==> config.mk <==
export PLATFORM = sky130hd
export DESIGN_NAME = mathblock_mac_arbiter_flat
export DESIGN_NICKNAME = d
export VERILOG_FILES = /design/src/rtl/mathblock_mac_arbiter_if.sv /design/src/rtl/mathblock_mac_arbiter.sv /design/src/flat_wrapper.sv
export SDC_FILE = /design/constraint.sdc
export NUM_CORES = 1
export LEC_CHECK = 0
export CORE_ASPECT_RATIO = 0.8
export CORE_MARGIN = 1
export CORE_UTILIZATION = 45
export CTS_BUF_LIST = sky130_fd_sc_hd__clkbuf_16
export DETAILED_ROUTE_END_ITERATION = 10
export GPL_TIMING_DRIVEN = 0
export PLACE_DENSITY = 0.68
export SLEW_MARGIN = 20
export SYNTH_ARGS = -nofsm -noshare
export SYNTH_HDL_FRONTEND = slang
export SYNTH_SLANG_ARGS = --single-unit
==> constraint.sdc <==
create_clock -name clk -period 8.6 [get_ports clk]
set_clock_uncertainty 0.05 [all_clocks]
set_input_delay 1.72 -clock clk [delete_from_list [all_inputs] [get_ports clk]]
set_output_delay 1.72 -clock clk [all_outputs]
set_load 0.01 [all_outputs]
==> src/rtl/mathblock_mac_arbiter_if.sv <==
`default_nettype none
// ============================================================================
// Module      : mathblock_mac_arbiter_if
// Description : Request/result bundle between fabric clients and the shared
//               multiply-add arbiter. The arbiter side uses 'slave', the
//               client/test side uses 'master'.
// Revision    : 1.0 - initial release
// ============================================================================
interface mathblock_mac_arbiter_if #(
    parameter int NUM_REQ  = 4,
    parameter int A_WIDTH  = 18,
    parameter int P_WIDTH  = 44,
    parameter int ID_WIDTH = (NUM_REQ > 1) ? $clog2(NUM_REQ) : 1
);
    // Per-requester request channel, operands packed requester-major
    logic [NUM_REQ-1:0]         req_valid;
    logic [NUM_REQ-1:0]         req_ready;
    logic [NUM_REQ-1:0]         req_uns;
    logic [NUM_REQ*A_WIDTH-1:0] req_a;
    logic [NUM_REQ*A_WIDTH-1:0] req_b;
    logic [NUM_REQ*P_WIDTH-1:0] req_c;

    // Shared, tagged result channel
    logic                       res_valid;
    logic                       res_ready;
    logic [ID_WIDTH-1:0]        res_id;
    logic [P_WIDTH-1:0]         res_p;

    modport slave (
        input  req_valid,
        input  req_uns,
        input  req_a,
        input  req_b,
        input  req_c,
        input  res_ready,
        output req_ready,
        output res_valid,
        output res_id,
        output res_p
    );

    modport master (
        output req_valid,
        output req_uns,
        output req_a,
        output req_b,
        output req_c,
        output res_ready,
        input  req_ready,
        input  res_valid,
        input  res_id,
        input  res_p
    );
endinterface
`default_nettype wire

==> src/rtl/mathblock_mac_arbiter.sv <==
`default_nettype none
// ============================================================================
// Module      : mathblock_mac_arbiter
// Description : Round-robin scheduler sharing one two-stage pipelined
//               multiply-add (p = a*b + c) between NUM_REQ requesters.
//               Signed 18x18 or unsigned 17x17 per request, results returned
//               in issue order tagged with the requester index.
// Revision    : 1.0 - initial release
// ============================================================================
module mathblock_mac_arbiter #(
    parameter int NUM_REQ  = 4,
    parameter int A_WIDTH  = 18,
    parameter int P_WIDTH  = 44,
    parameter int ID_WIDTH = (NUM_REQ > 1) ? $clog2(NUM_REQ) : 1
) (
    input  logic                     clk,
    input  logic                     reset_n,
    mathblock_mac_arbiter_if.slave   bus
);

    // One extra operand bit lets signed and unsigned ops share a signed multiply
    localparam int                c_op_width   = A_WIDTH + 1;
    localparam int                c_prod_width = 2 * c_op_width;
    localparam logic [ID_WIDTH:0] c_num_req    = (ID_WIDTH+1)'(NUM_REQ);
    localparam logic [ID_WIDTH-1:0] c_last_id  = ID_WIDTH'(NUM_REQ - 1);

    // ------------------------------------------------------------------
    // Declarations
    // ------------------------------------------------------------------
    logic                   w_en;
    logic                   w_any;
    logic                   w_accept;
    logic [ID_WIDTH-1:0]    w_grant_idx;
    logic [NUM_REQ-1:0]     w_ready;
    logic [ID_WIDTH-1:0]    w_cand [NUM_REQ];

    logic [A_WIDTH-1:0]     w_a [NUM_REQ];
    logic [A_WIDTH-1:0]     w_b [NUM_REQ];
    logic [P_WIDTH-1:0]     w_c [NUM_REQ];

    logic [ID_WIDTH-1:0]    r_last_grant;

    logic                   r_s1_valid;
    logic [A_WIDTH-1:0]     r_s1_a;
    logic [A_WIDTH-1:0]     r_s1_b;
    logic [P_WIDTH-1:0]     r_s1_c;
    logic                   r_s1_uns;
    logic [ID_WIDTH-1:0]    r_s1_id;

    logic signed [c_op_width-1:0]   w_op_a;
    logic signed [c_op_width-1:0]   w_op_b;
    logic signed [c_prod_width-1:0] w_prod;
    logic [P_WIDTH-1:0]             w_prod_ext;
    logic [P_WIDTH-1:0]             w_res_p;

    logic                   r_res_valid;
    logic [ID_WIDTH-1:0]    r_res_id;
    logic [P_WIDTH-1:0]     r_res_p;

    // ------------------------------------------------------------------
    // Per-requester operand unpacking and round-robin search order.
    // Candidate k is requester (last_grant + 1 + k) mod NUM_REQ, so
    // candidate 0 is the highest-priority requester this cycle.
    // ------------------------------------------------------------------
    generate
        for (genvar gi = 0; gi < NUM_REQ; gi++) begin : g_req
            localparam logic [ID_WIDTH:0] c_step = (ID_WIDTH+1)'(gi + 1);

            logic [ID_WIDTH:0] w_sum;

            assign w_a[gi] = bus.req_a[gi*A_WIDTH +: A_WIDTH];
            assign w_b[gi] = bus.req_b[gi*A_WIDTH +: A_WIDTH];
            assign w_c[gi] = bus.req_c[gi*P_WIDTH +: P_WIDTH];

            // Sum never exceeds 2*NUM_REQ-1, so one conditional subtract wraps it
            assign w_sum      = {1'b0, r_last_grant} + c_step;
            assign w_cand[gi] = (w_sum >= c_num_req) ? ID_WIDTH'(w_sum - c_num_req)
                                                     : w_sum[ID_WIDTH-1:0];
        end
    endgenerate

    // Pipeline advances whenever the output register is empty or being drained
    assign w_en     = !r_res_valid || bus.res_ready;
    assign w_accept = w_any && w_en && reset_n;

    // Pick the first valid requester in round-robin order (lowest k wins)
    always_comb begin
        w_any       = 1'b0;
        w_grant_idx = '0;
        for (int k = NUM_REQ - 1; k >= 0; k--) begin
            if (bus.req_valid[w_cand[k]]) begin
                w_any       = 1'b1;
                w_grant_idx = w_cand[k];
            end
        end
    end

    // One-hot ready to the granted requester, only when it will be accepted
    always_comb begin
        w_ready = '0;
        if (w_accept) begin
            w_ready[w_grant_idx] = 1'b1;
        end
    end

    assign bus.req_ready = w_ready;

    // Round-robin pointer moves only on an actual accept
    always_ff @(posedge clk) begin
        if (!reset_n) begin
            r_last_grant <= c_last_id;
        end else if (w_accept) begin
            r_last_grant <= w_grant_idx;
        end
    end

    // Stage 1: capture the granted requester's operation (bubble if none)
    always_ff @(posedge clk) begin
        if (!reset_n) begin
            r_s1_valid <= 1'b0;
            r_s1_a     <= '0;
            r_s1_b     <= '0;
            r_s1_c     <= '0;
            r_s1_uns   <= 1'b0;
            r_s1_id    <= '0;
        end else if (w_en) begin
            r_s1_valid <= w_accept;
            if (w_accept) begin
                r_s1_a   <= w_a[w_grant_idx];
                r_s1_b   <= w_b[w_grant_idx];
                r_s1_c   <= w_c[w_grant_idx];
                r_s1_uns <= bus.req_uns[w_grant_idx];
                r_s1_id  <= w_grant_idx;
            end
        end
    end

    // Operand conditioning: unsigned ops clear the top bit and extend with
    // zero; signed ops sign-extend. Both then fit one signed multiplier.
    always_comb begin
        if (r_s1_uns) begin
            w_op_a = {2'b00, r_s1_a[A_WIDTH-2:0]};
            w_op_b = {2'b00, r_s1_b[A_WIDTH-2:0]};
        end else begin
            w_op_a = {r_s1_a[A_WIDTH-1], r_s1_a};
            w_op_b = {r_s1_b[A_WIDTH-1], r_s1_b};
        end
    end

    // Product is sign-extended (zero for unsigned, since it is non-negative)
    // and added to c; the sum wraps modulo 2^P_WIDTH.
    assign w_prod     = w_op_a * w_op_b;
    assign w_prod_ext = P_WIDTH'(w_prod);
    assign w_res_p    = w_prod_ext + r_s1_c;

    // Stage 2: result register, frozen under backpressure
    always_ff @(posedge clk) begin
        if (!reset_n) begin
            r_res_valid <= 1'b0;
            r_res_id    <= '0;
            r_res_p     <= '0;
        end else if (w_en) begin
            r_res_valid <= r_s1_valid;
            r_res_id    <= r_s1_id;
            r_res_p     <= w_res_p;
        end
    end

    assign bus.res_valid = r_res_valid;
    assign bus.res_id    = r_res_id;
    assign bus.res_p     = r_res_p;

endmodule
`default_nettype wire

==> src/flat_wrapper.sv <==
// flat-port wrapper written by rule: the top's interface ports become plain ports
module mathblock_mac_arbiter_flat 
#(
    parameter int NUM_REQ  = 4,
    parameter int A_WIDTH  = 18,
    parameter int P_WIDTH  = 44,
    parameter int ID_WIDTH = (NUM_REQ > 1) ? $clog2(NUM_REQ) : 1
)
  (clk, reset_n, bus_req_valid, bus_req_uns, bus_req_a, bus_req_b, bus_req_c, bus_res_ready, bus_req_ready, bus_res_valid, bus_res_id, bus_res_p);
  mathblock_mac_arbiter_if #(.NUM_REQ(NUM_REQ), .A_WIDTH(A_WIDTH), .P_WIDTH(P_WIDTH), .ID_WIDTH(ID_WIDTH)) bus_i ();
  input  logic clk;
  input  logic reset_n;
  input wire logic [$bits(bus_i.req_valid)-1:0] bus_req_valid;
  input wire logic [$bits(bus_i.req_uns)-1:0] bus_req_uns;
  input wire logic [$bits(bus_i.req_a)-1:0] bus_req_a;
  input wire logic [$bits(bus_i.req_b)-1:0] bus_req_b;
  input wire logic [$bits(bus_i.req_c)-1:0] bus_req_c;
  input wire logic [$bits(bus_i.res_ready)-1:0] bus_res_ready;
  output wire logic [$bits(bus_i.req_ready)-1:0] bus_req_ready;
  output wire logic [$bits(bus_i.res_valid)-1:0] bus_res_valid;
  output wire logic [$bits(bus_i.res_id)-1:0] bus_res_id;
  output wire logic [$bits(bus_i.res_p)-1:0] bus_res_p;
  assign bus_i.req_valid = bus_req_valid;
  assign bus_i.req_uns = bus_req_uns;
  assign bus_i.req_a = bus_req_a;
  assign bus_i.req_b = bus_req_b;
  assign bus_i.req_c = bus_req_c;
  assign bus_i.res_ready = bus_res_ready;
  assign bus_req_ready = bus_i.req_ready;
  assign bus_res_valid = bus_i.res_valid;
  assign bus_res_id = bus_i.res_id;
  assign bus_res_p = bus_i.res_p;
  mathblock_mac_arbiter #(.NUM_REQ(NUM_REQ), .A_WIDTH(A_WIDTH), .P_WIDTH(P_WIDTH), .ID_WIDTH(ID_WIDTH)) u_core (.clk(clk), .reset_n(reset_n), .bus(bus_i));
endmodule
# Word-level counts from Yosys, hierarchy flattened
# Cells that the tools add are included.
totals:
  ff_bits: 133
  input_bits: 331
  output_inout_bits: 51
  wordCells: 74
op_classes:
  add_sub_neg: 9
  mul: 1
  n_lt_le_gt_ge: 11
  muxes: 36
  n_bitwise: 1
  reduce_logical: 6
ops:
  columns: ["cell", "n"]
  rows:
  - ["$bmux 44 s2", 1]
  - ["$mux 44", 2]
  - ["$bmux 18 s2", 2]
  - ["$mux 18", 4]
  - ["$add 44x44->44", 1]
  - ["$mul 19x19->38", 1]
  - ["$mux 19", 2]
  - ["$mux 2", 8]
  - ["$ge 3x3->1 const B", 5]
  - ["$lt 2x3->1 const B", 5]
  - ["$bmux 1 s2", 5]
  - ["$mux 1", 10]
  - ["$sub 2x1->2 const B", 4]
  - ["$add 2x2->3 const B", 2]
  - ["$mux 4", 1]
  - ["$add 2x1->3 const B", 1]
  - ["$add 2x3->3 const B", 1]
  - ["$logic_and 1x1->1", 3]
  - ["$not 2->3", 1]
  - ["$demux 1 s2", 1]
  - ["$ge 2x1->1 const B", 1]
  - ["$reduce_and 2->1", 1]
  - ["$logic_not 1->1", 1]
  - ["$logic_or 1x1->1", 1]

# Logic depth before layout (Yosys ltp)
# Gate-level depths: netlist of run 1.
logic_depth:
  ltp_word: 14
  ltp_mapped: 38
  mapped_depth_nobuf: 37

# Worst setup path before layout of run 1
# No wires, ideal clock.
synth_path:
  kind: "flip-flop to flip-flop"
  startpoint: "register u_core.r_s1_a[17]"
  endpoint: "register u_core.r_res_p[43], in the netlist u_core.bus.res_p[43]"
  setup_ns: 0.070
  arrival_ns: 8.801
  required_time_ns: 8.480
  slack_ns: -0.321
  path_stages_with_launch: 32
  n_path_buf: 3
  period_less_slack_ns: 8.921
  path_cell_list: "dfxtp_1 > nor2b_1 > clkbuf_1 > clkbuf_1 > nand2_1 > fa_1 > inv_1 > fa_1 > fa_1 > fa_1 > fa_1 > inv_1 > fa_1 > inv_1 > ha_1 > ha_1 > clkdlybuf4s50_2 > a21oi_1 > nand2_1 > nor3_1 > a21oi_2 > a311oi_2 > o21ai_2 > xnor2_1 > ha_1 > a211o_1 > a2111oi_0 > a21oi_1 > a211oi_1 > xor2_1 > xnor3_1 > a21oi_1"
synth_via:
  elab_chain_len: 3
synth_rtl:
  columns: ["element", "line", "text"]
  rows:
  - ["start: declaration", "mathblock_mac_arbiter.sv:44", "logic [A_WIDTH-1:0] r_s1_a;"]
  - ["start signal: assignment", "mathblock_mac_arbiter.sv:129", "r_s1_a <= w_a[w_grant_idx];"]
  - ["$mux 19", "mathblock_mac_arbiter.sv:141", "if (r_s1_uns) begin"]
  - ["$mul 19x19->38", "mathblock_mac_arbiter.sv:152", "assign w_prod = w_op_a * w_op_b;"]
  - ["$add 44x44->44", "mathblock_mac_arbiter.sv:154", "assign w_res_p = w_prod_ext + r_s1_c;"]
  - ["end signal: assignment", "mathblock_mac_arbiter.sv:165", "r_res_p <= w_res_p;"]
  - ["end: declaration", "mathblock_mac_arbiter.sv:58", "logic [P_WIDTH-1:0] r_res_p;"]
# Every way passes these cells.
# A chain may end at the register's enable or synchronous reset.

# Worst setup path after layout of run 1
layout_path:
  startpoint: "register u_core.r_s1_uns"
  endpoint: "register u_core.r_res_p[43], in the netlist u_core.bus.res_p[43]"
layout_via:
  elab_chain_len: 3
  elab_cells_between_ends: 4
  cone_classes: "1 x add/sub; 1 x mul; 2 x mux"
layout_rtl:
  columns: ["element", "line", "text"]
  rows:
  - ["start: declaration", "mathblock_mac_arbiter.sv:47", "logic r_s1_uns;"]
  - ["start signal: assignment", "mathblock_mac_arbiter.sv:132", "r_s1_uns <= bus.req_uns[w_grant_idx];"]
  - ["$mux 19", "mathblock_mac_arbiter.sv:141", null]
  - ["$mul 19x19->38 *", "mathblock_mac_arbiter.sv:152", null]
  - ["$add 44x44->44 *", "mathblock_mac_arbiter.sv:154", null]
# Mark *: on every way between the ends. The rest lies on a longest branch, timed or not.

==> qor.csv, run 1 <==
stage,metric,value,unit
yosys,Mapped Area,22300,µm²
worst_setup_path,arrival time worst endpoint,9190,ps
global_routing,M1 GR Usage,45.9,%
route,DR iter-0 viols,1835,
global_routing,Most Crowded Layer GR,met2,
status,failing checks,negative setup slack,
route,post-route ant nets,0,
yosys,ys async rst share,0,%
floorplan,row count,72,
status,run status,"finished, violations left",
yosys,syn nets,3714,
yosys,sequential-to-total area share from yosys stat,11.9,%
route,drt total wl,82.5,mm
worst_setup_path,path depth of the worst reg2reg path,34,
worst_hold_path,min-delay src,u_core.bus.res_id[0]$_SDFFE_PN0N_,
yosys,compound-cell area share of the yosys netlist,11.8,%
yosys,largest family of logic cells by synthesized area,adder cells,
worst_setup_path,r2r startpoint,u_core.r_s1_uns$_SDFFE_PN0P_,
global_routing,largest net degree at the start of global routing,17,
yosys,Post-Syn Instances,2865,
route,1st-pass router iterations,6,
job,MaxCap Viol Count,0,
placement,Buffers on Ports,381,
worst_setup_path,reg2reg setup slack,-260,ps
worst_setup_path,most frequent CP cell,fa_1,
worst_setup_path,Required @ worst endpoint,8930,ps
yosys,Post-synth EDFFs,0,
cts,H-tree depth reported by CTS,4,
global_routing,GRT Util Overall,32.7,%
yosys,"Top FF cell, synth",dfxtp_1,
sta,fmax,113,MHz
sta,Setup TNS Final,-343,ps
cts,Skew-Pair Late Insertion Delay,460,ps
global_routing,gr ovfl total,0,
placement,DP HPWL,67.8,mm
yosys,Synth Area in Simple Gates,22.9,%
floorplan,core box area,48600,µm²
yosys,xor and xnor area share after synthesis,2.81,%
cts,CTS Root Cell,clkbuf_16,
worst_setup_path,Worst path top cell family by delay,adder cells,
sta,Final Hold Viols,0,
cts,CTS sink count,133,
global_routing,initial antenna violation count,1,
worst_hold_path,hold path depth,2,
cts,CTS Buf Count,17,
global_routing,first-pass GRT wire length,126,mm
yosys,Synth Area per Inst,7.79,µm²
cts,CTS tree,yes,
worst_hold_path,WHS Endpoint,u_core.bus.res_id[0]$_SDFFE_PN0N_,
floorplan,chip width,251,µm
global_routing,vias in the first global route,21700,
worst_setup_path,Reg-to-Reg End,u_core.bus.res_p[43]$_SDFFE_PN0N_,
route,DRC viols,0,
cells_and_area,most frequent cells in the layout,"nand2_1, inv_1, clkdlybuf4s50_1",
worst_setup_path,Setup crit end kind,register,
sta,fin crit share,103,%
floorplan,die height,201,µm
worst_setup_path,WP buf/inv,9,
floorplan,Top Ports,382,
floorplan,die outline area,50500,µm²
cells_and_area,share of layout cells above drive strength 1,7.93,%
yosys,Yosys cell types,69,
sta,Final setup viols,3,
route,routed vias/inst,5.54,
worst_hold_path,Hold Crit Class,reg2reg,
worst_setup_path,Crit Path Max Fanout,5,
yosys,mux contribution to synthesized area,0.101,%
cts,cts hold-fix bufs,0,
sta,Slew @ Worst Pin,1130,ps
global_routing,global-route met3 utilization,4.24,%
cells_and_area,area delta synth->final,28.5,%
sta,setup repair after global routing missed its margin,yes,
cells_and_area,Fillers,4424,
sta,headroom to the max-slew limit,24.4,%
cts,clk slew on worst S/H paths,70,ps
worst_setup_path,kind of critical path,reg2reg,
cells_and_area,Final nets,4153,
floorplan,starting density of the core,45.9,%
placement,Placer Congestion,0.977,
global_routing,GR met2 Demand/Resource,52.8,%
sta,final setup margin,-259,ps
yosys,YS warnings,0,
yosys,Yosys reg bits,133,
worst_setup_path,CP max-delay cell,fa_1,
worst_setup_path,Max stage delay on crit path,540,ps
sta,Period minus WS final,8860,ps
yosys,post-synthesis adder-cell area fraction,41.1,%
worst_setup_path,nature of the critical path startpoint,register,
route,WL/cell,20.9,µm
cells_and_area,"leading cell type in the layout, fill and taps excluded",nand2_1,
sta,Max Slew Vio Count,0,
route,number of vias in the routed layout,21900,
cts,Clock Path Buffers,2,
==> metal layers <==
metal | wire (µm) | part of all wire, %
met3 | 6700 | 8.1
met1 | 35500 | 43
met2 | 38100 | 46
met4 | 2200 | 2.7
met5 | 0 | 0
==> timing repair <==
action / CTS / global route
pin swaps: 40 / 57
endpoints found under the setup margin: 17 / 14
buffers inserted: 27 / 22
cloned: 0 / 0
resized for setup: 157 / 77
hold endpoints to repair: 0 / 0
==> cell type report <==
cell class / count / area [µm²] / area share, %
Multi-Input combinational cell: 2176 / 18200 / 63.3
Timing Repair Buffer: 430 / 4250 / 14.8
Sequential cell: 133 / 2700 / 9.42
Inverter: 387 / 1460 / 5.08
Tap cell: 629 / 787 / 2.74
Buffer: 159 / 778 / 2.71
Clock buffer: 17 / 425 / 1.48
Clock inverter: 14 / 138 / 0.480
Antenna cell: 1 / 2.50 / 0.00872
==> stage by stage <==
step                      instance area, µm²  hold WS (ps)  instances  setup WS [ps]  util [%]
after global routing                   28700           412       3945           -482      59.0
after detailed placement               27000           394       3875          -1740      55.4
after global placement                 27000           392       3875          -1650      55.4
final                                  28700           402       3946           -259      59.0
after floorplan                        22400           384       2865           24.4         -
after CTS                              28200           403       3924          -52.2      58.0
==> worst min-delay path, delay by kind of cell (launching register included) <==
family	cells	cell delay [ps]
flops	1	310
compound gates	1	50
simple gates	1	50
==> synthesized netlist by cell type (3+ instances only) <==
| library cell | number | share of area [%] |
|---|---|---|
| o211ai_1 | 11 | 0.37 |
| or2_2 | 4 | 0.11 |
| o21bai_1 | 15 | 0.50 |
| nand4_1 | 11 | 0.31 |
| o21ai_1 | 6 | 0.13 |
| a21oi_1 | 112 | 2.5 |
| xor2_1 | 19 | 0.75 |
| o21a_1 | 6 | 0.20 |
| nand3_1 | 189 | 4.2 |
| o22ai_1 | 3 | 0.084 |
| buf_2 | 3 | 0.067 |
| o21ai_0 | 202 | 4.5 |
| inv_1 | 386 | 6.5 |
| clkbuf_1 | 148 | 2.5 |
| a31o_2 | 3 | 0.12 |
| nor3_1 | 13 | 0.29 |
| xnor2_1 | 50 | 2.0 |
| fa_1 | 358 | 32 |
| nand2_1 | 653 | 11 |
| or3_1 | 15 | 0.42 |
| a21o_1 | 33 | 1.1 |
| dfxtp_1 | 133 | 12 |
| and3_1 | 6 | 0.17 |
| a31oi_1 | 7 | 0.20 |
| a211oi_1 | 14 | 0.47 |
| nor2_1 | 60 | 1.0 |
| nand2b_1 | 10 | 0.28 |
| nor2b_1 | 11 | 0.31 |
| a2111oi_0 | 3 | 0.12 |
| buf_1 | 16 | 0.27 |
| and2_1 | 160 | 4.5 |
| ha_1 | 160 | 9.0 |
==> sequential cells by signal, indices dropped and copies added (netlist names) <==
name	count
u_core.bus.res_id	2
u_core.bus.res_p	44
u_core.bus.res_valid	1
u_core.r_last_grant	2
u_core.r_s1_a	18
u_core.r_s1_b	18
u_core.r_s1_c	44
u_core.r_s1_id	2
u_core.r_s1_uns	1
u_core.r_s1_valid	1
==> worst max path at each step <==
| stage | cells after the start | to | slack (ps) | startpoint |
|---|---|---|---|---|
| after detailed placement | 29 | u_core.bus.res_p[43]$_SDFFE_PN0N_ | -1740 | u_core.r_s1_uns$_SDFFE_PN0P_ |
| after global placement | 29 | u_core.bus.res_p[43]$_SDFFE_PN0N_ | -1650 | u_core.r_s1_uns$_SDFFE_PN0P_ |
| after CTS | 34 | u_core.bus.res_p[43]$_SDFFE_PN0N_ | -50 | u_core.r_s1_a[10]$_SDFFE_PN0P_ |
| final | 34 | u_core.bus.res_p[43]$_SDFFE_PN0N_ | -260 | u_core.r_s1_uns$_SDFFE_PN0P_ |
| after floorplan | 37 | u_core.bus.res_p[43]$_SDFFE_PN0N_ | 20 | u_core.r_s1_a[17]$_SDFFE_PN0P_ |
| after global routing | 31 | u_core.bus.res_p[43]$_SDFFE_PN0N_ | -480 | u_core.r_s1_uns$_SDFFE_PN0P_ |
==> kinds of logic (layout without fill, tap and decap cells) <==
logic type / count (synthesis) / count (layout)
AND/OR/NAND/NOR: 1141 / 1141
flip-flops: 133 / 133
adder cells (fa/ha/maj): 518 / 518
AO/OA/AOI/OAI: 445 / 445
other: 0 / 1
XOR/XNOR: 70 / 70
multiplexers: 2 / 2
buffers and inverters: 556 / 1007
Power of run 1 is left out: the tool's default activity adds up to more than one toggle a clock period on the data nets, which glitch-free logic cannot reach.
==> run 2, diff against run 1 <==
--- a/config.mk
+++ b/config.mk
@@ -10,8 +10,9 @@
 export CORE_UTILIZATION = 45
 export CTS_BUF_LIST = sky130_fd_sc_hd__clkbuf_16
 export DETAILED_ROUTE_END_ITERATION = 10
-export GPL_TIMING_DRIVEN = 0
+export MAX_ROUTING_LAYER = met4
 export PLACE_DENSITY = 0.68
+export RECOVER_POWER = 25
 export SLEW_MARGIN = 20
 export SYNTH_ARGS = -nofsm -noshare
 export SYNTH_HDL_FRONTEND = slang
==> run 2 against run 1 <==
  * Cell area increased by 1.2%
  * The run now ends clean
  * Critical endpoint unchanged
  * Critical path depth is 2 higher
  * Highest routed layer unchanged
  * Sequential share of layout area shrank 0.13 points
  * Fmax up 4.2%
==> qor.csv, run 2 (synthesized netlist as in run 1, its figures left out) <==
stage,metric,value,unit,change
status,run status,completed,,
worst_setup_path,kind of critical path,reg2reg,,
global_routing,initial antenna violation count,0,,-1
worst_setup_path,Max stage delay on crit path,560,ps,+20 ps
worst_setup_path,Setup crit end kind,register,,
sta,fmax,118,MHz,+4.2%
global_routing,global-route met3 utilization,3.76,%,-0.48 points
sta,worst-case hold slack,399,ps,-3.55 ps
cts,clk slew on worst S/H paths,70,ps,about the same
cells_and_area,Fillers,4384,,-0.90%
global_routing,GRT Util Overall,28.5,%,-4.2 points
sta,Final setup viols,0,,-3
worst_setup_path,arrival time worst endpoint,8840,ps,-350 ps
cells_and_area,ANT cells,0,,-1
placement,Setup WS pre-CTS,-322,ps,+1420 ps
floorplan,row count,72,,unchanged
cells_and_area,Final nets,4165,,+0.29%
worst_setup_path,most frequent CP cell,fa_1,,
cells_and_area,share of layout cells above drive strength 1,11.1,%,+3.2 points
worst_setup_path,Required @ worst endpoint,8940,ps,about the same
route,1st-pass router iterations,7,,+1
worst_setup_path,nature of the critical path startpoint,register,,
placement,Placer Congestion,0.909,,-6.9%
cells_and_area,area delta synth->final,30.1,%,
job,MaxCap Viol Count,0,,unchanged
sta,headroom to the max-slew limit,26.1,%,+1.7 points
global_routing,gr ovfl total,0,,unchanged
sta,Period minus WS final,8500,ps,-360 ps
cts,Clock Path Buffers,2,,unchanged
cts,CTS tree,yes,,
route,drt total wl,68.8,mm,-17%
worst_hold_path,Hold Crit Class,reg2reg,,
floorplan,chip width,251,µm,unchanged
global_routing,largest net degree at the start of global routing,97,,+80
sta,setup repair after global routing missed its margin,yes,,
sta,final setup margin,101,ps,+360 ps
floorplan,core box area,48600,µm²,unchanged
route,routed vias/inst,5.23,,-5.7%
route,number of vias in the routed layout,20700,,-5.5%
cells_and_area,flip-flop and latch area,2700,µm²,-0.14%
route,DRC viols,0,,unchanged
cts,Skew-Pair Late Insertion Delay,450,ps,about the same
sta,fin crit share,98.8,%,-4.2 points
route,DR iter-0 viols,1270,,-31%
sta,Slew @ Worst Pin,1110,ps,-25.9 ps
floorplan,starting density of the core,45.9,%,unchanged
worst_setup_path,CP max-delay cell,fa_1,,
cts,CTS Buf Count,17,,unchanged
placement,Buffers on Ports,381,,unchanged
cts,cts hold-fix bufs,0,,unchanged
sta,Max Slew Vio Count,0,,unchanged
global_routing,GR met2 Demand/Resource,47.4,%,-5.4 points
global_routing,Most Crowded Layer GR,met2,,
sta,Setup TNS Final,0,ps,+343 ps
cells_and_area,"leading cell type in the layout, fill and taps excluded",nand2_1,,
sta,Final Hold Viols,0,,unchanged
route,post-route ant nets,0,,unchanged
global_routing,first-pass GRT wire length,111,mm,-12%
cells_and_area,area of the multi-input gates,18000,µm²,-0.90%
placement,DP HPWL,56.7,mm,-16%
route,WL/cell,17.4,µm,-17%
cells_and_area,most frequent cells in the layout,"nand2_1, inv_1, fa_1",,
floorplan,Top Ports,382,,unchanged
worst_setup_path,Crit Path Max Fanout,7,,+2
floorplan,die height,201,µm,unchanged
cts,H-tree depth reported by CTS,4,,unchanged
cts,CTS sink count,133,,unchanged
cts,CTS Root Cell,clkbuf_16,,
floorplan,die outline area,50500,µm²,unchanged
global_routing,M1 GR Usage,36.1,%,-9.8 points
global_routing,vias in the first global route,21300,,-1.9%
==> run 2: worst paths after layout <==
kind / start / to / slack [ps] / depth (start not counted)
setup / recovery: u_core.r_s1_b[1]$_SDFFE_PN0P_ / u_core.bus.res_p[43]$_SDFFE_PN0N_ / 100 / 36
hold / removal: u_core.bus.res_p[28]$_SDFFE_PN0N_ / u_core.bus.res_p[28]$_SDFFE_PN0N_ / 400 / 2
hold reg to reg: u_core.bus.res_p[28]$_SDFFE_PN0N_ / u_core.bus.res_p[28]$_SDFFE_PN0N_ / 400 / 2
setup reg to reg: u_core.r_s1_b[1]$_SDFFE_PN0P_ / u_core.bus.res_p[43]$_SDFFE_PN0N_ / 100 / 36
==> run 2: critical path: cells and delay by family, from the launching register on <==
family                     cells  cell delay (ps)
buffers and inverters          6              530
and+or+nand+nor                2              490
AOI/OAI and AO/OA             16             2730
xor gates and xnor gates       3              520
DFF                            1              380
adders and majority gates      9             3750
==> run 2: repair_timing <==
| item | CTS | global route |
|---|---|---|
| hold endpoints to repair | 0 | 0 |
| pin swaps | 11 | 36 |
| gates cloned | 1 | 0 |
| resized for setup | 31 | 85 |
| setup endpoints to repair | 9 | 12 |
| setup buffers | 3 | 13 |
==> run 2: per-layer routing <==
layer	routed length [µm]	vias up
met5	0	-
li1	-	9963
met2	33500	553
met3	3390	105
met4	1960	0
met1	29900	10100
==> run 2: through the flow <==
| stage | instance area (µm²) | util [%] | instances |
|---|---|---|---|
| 3_5_place_dp | 27900 | 57.4 | 3909 |
| 3_3_place_gp | 27900 | 57.4 | 3909 |
| 5_1_grt | 29000 | 59.7 | 3958 |
| 2_1_floorplan | 22400 | - | 2865 |
| 6_report | 29000 | 59.7 | 3958 |
| 4_1_cts | 28600 | 58.8 | 3945 |
==> run 2: layout make-up <==
type                       count  area share, %
multi-input combinational   2176           62.0
timing repair buffer         601           19.1
sequential                   133           9.29
inverter                     387           5.00
tap                          629           2.71
clock buffer                  17           1.46
clock inverter                15          0.491
Power of run 2 is left out for the same reason.
